## src/rtl/alu_issue.sv

```systemverilog
// Operand-issue stage: register file, pending-write scoreboard and a one-entry issue register.
// Define ALU_ISSUE_BYPASS_EN to forward same-cycle writeback into operands and hazard clearing.
module alu_issue #(
  parameter int unsigned NREGS = 32
) (
  input  logic        clk,
  input  logic        rst,
  input  logic        in_valid,
  output logic        in_ready,
  input  logic [4:0]  in_rs1,
  input  logic [4:0]  in_rs2,
  input  logic [4:0]  in_rd,
  input  logic        in_wr_en,
  input  logic [2:0]  in_op,
  input  logic        in_immd_sel,
  input  logic [16:0] in_immd,
  output logic        out_valid,
  input  logic        out_ready,
  output logic [31:0] reg1_data,
  output logic [31:0] reg2_data,
  output logic [16:0] immd,
  output logic        immd_sel,
  output logic [2:0]  op,
  output logic [4:0]  out_rd,
  output logic        out_wr_en,
  input  logic        wb_en,
  input  logic [4:0]  wb_rd,
  input  logic [31:0] wb_data
);

  logic [31:0]      rf_q [NREGS];
  logic [NREGS-1:0] pending_q, pending_d;

  logic        valid_q, valid_d;
  logic [31:0] r1_q, r1_d, r2_q, r2_d;
  logic [16:0] immd_q, immd_d;
  logic        sel_q, sel_d;
  logic [2:0]  op_q, op_d;
  logic [4:0]  rd_q, rd_d;
  logic        wr_q, wr_d;

  logic        fwd1, fwd2, fwdd;
  logic        haz1, haz2, hazd, hazard;
  logic        accept;
  logic [31:0] opnd1, opnd2;

`ifdef ALU_ISSUE_BYPASS_EN
  assign fwd1 = wb_en && (wb_rd == in_rs1);
  assign fwd2 = wb_en && (wb_rd == in_rs2);
  assign fwdd = wb_en && (wb_rd == in_rd);
`else
  assign fwd1 = 1'b0;
  assign fwd2 = 1'b0;
  assign fwdd = 1'b0;
`endif

  // Forward terms are tied low without bypass, leaving only registered pending bits.
  always_comb begin
    haz1   = (in_rs1 != '0) && pending_q[in_rs1] && !fwd1;
    haz2   = (in_rs2 != '0) && !in_immd_sel && pending_q[in_rs2] && !fwd2;
    hazd   = (in_rd != '0) && in_wr_en && pending_q[in_rd] && !fwdd;
    hazard = haz1 || haz2 || hazd;
  end

  assign in_ready = (!valid_q || out_ready) && !hazard;
  assign accept   = in_valid && in_ready;

  always_comb begin
    opnd1 = '0;
    opnd2 = '0;
    if (in_rs1 != '0) opnd1 = fwd1 ? wb_data : rf_q[in_rs1];
    if (in_rs2 != '0) opnd2 = fwd2 ? wb_data : rf_q[in_rs2];
  end

  always_ff @(posedge clk or posedge rst) begin
    if (rst) begin
      for (int unsigned i = 0; i < NREGS; i++) rf_q[i] <= '0;
    end else if (wb_en && (wb_rd != '0)) begin
      rf_q[wb_rd] <= wb_data;
    end
  end

  // Set is applied after clear so a same-cycle issue to the written index stays pending.
  always_comb begin
    pending_d = pending_q;
    if (wb_en) pending_d[wb_rd] = 1'b0;
    if (accept && in_wr_en && (in_rd != '0)) pending_d[in_rd] = 1'b1;
    pending_d[0] = 1'b0;
  end

  always_ff @(posedge clk or posedge rst) begin
    if (rst) pending_q <= '0;
    else     pending_q <= pending_d;
  end

  always_comb begin
    valid_d = valid_q;
    r1_d    = r1_q;
    r2_d    = r2_q;
    immd_d  = immd_q;
    sel_d   = sel_q;
    op_d    = op_q;
    rd_d    = rd_q;
    wr_d    = wr_q;
    if (accept) begin
      valid_d = 1'b1;
      r1_d    = opnd1;
      r2_d    = opnd2;
      immd_d  = in_immd;
      sel_d   = in_immd_sel;
      op_d    = in_op;
      rd_d    = in_rd;
      wr_d    = in_wr_en;
    end else if (out_ready) begin
      valid_d = 1'b0;
    end
  end

  always_ff @(posedge clk or posedge rst) begin
    if (rst) begin
      valid_q <= 1'b0;
      r1_q    <= '0;
      r2_q    <= '0;
      immd_q  <= '0;
      sel_q   <= 1'b0;
      op_q    <= '0;
      rd_q    <= '0;
      wr_q    <= 1'b0;
    end else begin
      valid_q <= valid_d;
      r1_q    <= r1_d;
      r2_q    <= r2_d;
      immd_q  <= immd_d;
      sel_q   <= sel_d;
      op_q    <= op_d;
      rd_q    <= rd_d;
      wr_q    <= wr_d;
    end
  end

  assign out_valid = valid_q;
  assign reg1_data = r1_q;
  assign reg2_data = r2_q;
  assign immd      = immd_q;
  assign immd_sel  = sel_q;
  assign op        = op_q;
  assign out_rd    = rd_q;
  assign out_wr_en = wr_q;

endmodule

```

## config.mk

```make
export PLATFORM = sky130hd
export DESIGN_NAME = alu_issue
export DESIGN_NICKNAME = d
export VERILOG_FILES = /design/src/rtl/alu_issue.sv
export SDC_FILE = /design/constraint.sdc
export NUM_CORES = 2
export LEC_CHECK = 0
export ABC_AREA = 1
export BUFFER_PORTS_ARGS = -buffer_cell sky130_fd_sc_hd__buf_4
export CORE_ASPECT_RATIO = 1.4
export CORE_MARGIN = 10
export CORE_UTILIZATION = 25
export DETAILED_ROUTE_END_ITERATION = 10
export PLACE_DENSITY_LB_ADDON = 0.08
export SLEW_MARGIN = 25
export SYNTH_ARGS = -nofsm -noshare
export SYNTH_HDL_FRONTEND = slang
export SYNTH_SLANG_ARGS = --single-unit
```

## constraint.sdc

```tcl
create_clock -name clk -period 48.6 [get_ports clk]
set_input_delay 7.29 -clock clk [delete_from_list [all_inputs] [get_ports clk]]
set_output_delay 7.29 -clock clk [all_outputs]
set_load 0.02 [all_outputs]
```

=== Word-level counts from Yosys, hierarchy flattened ===
Cells that the tools add are included.

* Bits in registers: 1147
* Input bits: 79
* Output and inout port bits: 93

* Magnitude comparators: 10
* Muxes and demuxes: 25
* Bitwise gates (word level): 6
* Reductions and logical operators: 24

{| class="wikitable"
|+ Operators by type and width
! cell !! count
|-
| $bwmux 1024 || 1
|-
| $bmux 32 s5 || 2
|-
| $mux 32 || 9
|-
| $demux 32 s5 || 1
|-
| $and 32x32->32 || 1
|-
| $not 32->32 || 1
|-
| $or 32x32->32 || 1
|-
| $lt 5x6->1 const B || 4
|-
| $reduce_bool 5->1 || 4
|-
| $ge 6x6->1 const B || 3
|-
| $not 5->6 || 3
|-
| $bmux 1 s5 || 3
|-
| $logic_and 1x1->1 || 13
|-
| $demux 1 s5 || 2
|-
| $ge 5x1->1 const B || 2
|-
| $mux 1 || 7
|-
| $lt 6x1->1 const B || 1
|-
| $logic_not 1->1 || 3
|-
| $logic_or 1x1->1 || 3
|-
| $reduce_bool 2->1 || 1
|}

=== Logic depth before layout (Yosys ltp) ===
* Depth in word-level cells: 11
* Mapped depth: 18
* Depth with buffers taken out: 14

=== Worst setup path after synthesis ===
Ideal clock, no wire load.

* Path type: input port to output port
* From: input port in_rd[0]
* To: output port in_ready
* Arrival: 8.423 ns
* Path slack: 32.887 ns
* Cell stages on the path: 9
* Path through: buf_4 inv_4 buf_6 nand2_1 o21ai_1 inv_2 a21oi_2 nand3_1 inv_1

* Cells in the longest elaborated chain, start to end: 6
* Elaborated cells on any way between the ends: 8
* Those cells by class: 2 x mux; 6 x reduce/logical

{| class="wikitable"
|+ Ends and longest elaborated chain
! element !! line !! source
|-
| start, declared || 12 || <nowiki>input logic [4:0] in_rd,</nowiki>
|-
| $bmux 1 s5 or $reduce_bool 5->1 (tied branches) || 61 || <nowiki>hazd = (in_rd != '0) && in_wr_en && pending_q[in_rd] && !fwdd;</nowiki>
|-
| $mux 1 (implied by the code) or $logic_and 1x1->1 (tied branches) || 61 ||
|-
| $logic_and 1x1->1 * || 61 ||
|-
| $logic_or 1x1->1 * || 62 || <nowiki>hazard = haz1 || haz2 || hazd;</nowiki>
|-
| $logic_not 1->1 * || 65 || <nowiki>assign in_ready = (!valid_q || out_ready) && !hazard;</nowiki>
|-
| $logic_and 1x1->1 * || 65 ||
|-
| end, declared || 9 || <nowiki>output logic in_ready,</nowiki>
|}

Mark *: on every way between the ends. The rest lies on a longest branch, timed or not. The select of a mux whose other input is x is not followed.

=== Final worst setup path ===
* From: input port in_rs1[2]
* To: output port in_ready

* Cells in the longest elaborated chain, start to end: 7
* Elaborated cells on any way between the ends: 8
* Those cells by class: 2 x mux; 6 x reduce/logical

{| class="wikitable"
|+ Ends and longest elaborated chain
! element !! line !! source
|-
| start, declared || 10 || <nowiki>input logic [4:0] in_rs1,</nowiki>
|-
| $bmux 1 s5 || 59 || <nowiki>haz1 = (in_rs1 != '0) && pending_q[in_rs1] && !fwd1;</nowiki>
|-
| $mux 1 (implied by the code) || 59 ||
|-
| $logic_and 1x1->1 * || 59 ||
|-
| $logic_or 1x1->1 * (2 in series) || 62 ||
|-
| $logic_not 1->1 * || 65 ||
|-
| $logic_and 1x1->1 * || 65 ||
|}

Marked as above.

==> out/qor.yml <==
status: "completed"
hold_buffers: 0
met2_length_mm: 152
syn_inst: 8248
synth-simple-area-share_pct: 24.3
r2r_cells: 11
vias_per_cell: 5.31
die_y_um: 602
cts_resized: 0
synth_top_family_by_area: "simple AND/OR/NAND/NOR gates"
synth_adder_area_share_pct: 0
path_class: "in2out"
fin_skew_ps: 35.8
synth-seq-cells: 1147
ir_drop_v: 0.0000264
seqCellArea_mm2: 0.0287
fin_cells: 11227
hp-start: "rf_q[1014]"
tightest_slew_ps: 1100
numCtsBuffers: 142
fin_crit_sh_pct: 36.2
pre_cts_ws_ps: 31030
grtUsageTotal_pct: 23.5
syn_area_per_cell_um2: 7.33
synth_cell_types: 28
timing.rr.start: "pending_q[20]"
core_mm2: 0.241
mostFrequentLayoutCells: "2,235 x nand2_1, 1,788 x o21ai_0, 1,147 x dfrtp_1"
hold_depth: 0
grt_first_pass_wirelength_mm: 456
cp_max_fo: 38
required_ps: 41310
cpMaxStageDelayCell: "buf_4"
grt_overflow_total: 0
vias: 59560
drv_slew: 0
tritoncts: "done"
cp.arrival_ps: 10330
route.top_layer_used: "met5"
dr_wl_met3_mm: 16.6
fin_crit_ps: 17620
antenna_found_initial: 14
synth_xor_area_share_pct: 0
relSlewSlack_pct: 26.1
htreeDepth: 4
setup-tns-final_ps: 0
ant_nets: 0
die_area_mm2: 0.262
muxShareOfSynthArea_pct: 0
hp-class: "reg2reg"
floorplan.initialDensity_pct: 25.1
hold_violations: 0
synth_compound_area_share_pct: 21.6
max_stage_delay_ps: 730
p_leak_nw: 30.0
rsz0062_at_grt: "false"
layout_commonest_cell: "nand2_1"
grt_pass1_vias: 57893
setup_ws_ps: 30980
dp_hpwl_mm: 181
drive_gt1_share_pct: 7.38
fmax_mhz: 56.8
cp-startpoint: "in_rs1[2]"
io_buffer_count: 171
r2r_setup_slack_ps: 45600
ys_seq_area_share_pct: 47.5
cp-end-kind: "output port"
power_density_mw_per_mm2: 42.7
drt-total-wl_mm: 320
routedWlPerCell_um: 28.5
crit_chain: "buf_6, buf_4, buf_4, nand3_1, nand2_1, nand2_1, nand3_1, nand3_1, nand3_1, inv_1, buf_4"
clkTransAtPathRegs_ps: 50
syn-num-nets: 8327
placedCellCount: 10985
yosys_warnings: 0
fillers: 26171
worst_setup_path_start_kind: "primary input"
worst_skew_pair.late_latency_ps: 820
drt-pass1-iter-count: 6
syn_area_mm2: 0.0605
drt_iter0_drc: 6027
route.detailed.drc: 0
cts-root-buf: "clkbuf_16"
utilization_pct: 28.5
grt_max_degree: 159
report.final.setup_viol: 0
syn_to_final_growth_pct: 13.5
wl_met1_mm: 136
num_rows: 213
cts_setup_buffers: 0
cts_buffer_depth: 4
die_w_um: 436
io_pins: 172
clock_sinks: 1147
crit_top_cell: "nand3_1"
fin_nets: 7983
maxCapViolations: 0
multi_input_area_mm2: 0.0281
place.gp.congestion: 0.808
## final cells by class
cell class | count | area share, %
sequential | 1147 | 41.8
multi-input combinational | 6089 | 41.0
clock buffer | 202 | 6.01
tap | 3225 | 5.88
timing repair buffer | 309 | 3.63
inverter | 215 | 1.25
clock inverter | 30 | 0.425
antenna | 10 | 0.0365
## power by group
part	internal (W)	leakage [nW]	switching, W
clock	0.000613	2.17	0.000459
sequential	0.00114	14.7	0.000144
combinational	0.000195	13.1	0.000385
total	0.00195	30.0	0.000987
## final timing paths
check                                 to
setup reg to reg           reg2_data[25]
min in group asynchronous      rf_q[949]
setup / recovery                in_ready
max in group asynchronous      rf_q[872]
hold / removal                rf_q[1014]
hold reg to reg               rf_q[1014]
## kinds of logic after synthesis
family | after synthesis
simple gates | 3663
compound gates | 2426
flops | 1147
buf+inv | 1012
## routing by layer
layer	up-vias	global-route usage [%]
met5	-	0
met4	2	10.4
met1	29843	30.4
met3	573	2.64
li1	26955	-
met2	2187	39.4
## synth_stat cells (all sizes together)
cell	number	area, um2
o31ai	20	150
nand4	33	206
o211ai	87	653
o22ai	109	682
nor2	696	2620
dfrtp	1147	28700
clkinv	4	15.0
nand3	642	3210
o221a	12	135
nor3	30	150
inv	211	795
or2	2	12.5
o21ai	1817	9090
o221ai	98	858
a211oi	10	75.1
a31oi	31	194
buf	174	891
a21oi	242	1210
clkbuf	623	2340
nand2	2260	8480
## worst max-delay path: cells and delay by family
| family | cells | cell delay [ps] |
|---|---|---|
| buffers and inverters | 5 | 1940 |
| AND/OR/NAND/NOR | 6 | 960 |
## state kept, by name (all words and copies together), names as in the netlist
name	cells
immd	17
immd_sel	1
op	3
out_rd	5
out_valid	1
out_wr_en	1
pending_q	31
reg1_data	32
reg2_data	32
rf_q	1024
## stage by stage
stage          power [W]  area, um2  hold slack [ps]
2_1_floorplan    0.00163      60500              451
3_3_place_gp     0.00187      64200              387
3_5_place_dp     0.00188      64200              390
4_1_cts          0.00297      68600              402
5_1_grt          0.00309      68600              408
6_report         0.00293      68600              398
Note: power is estimated with default switching activity, not from simulation.
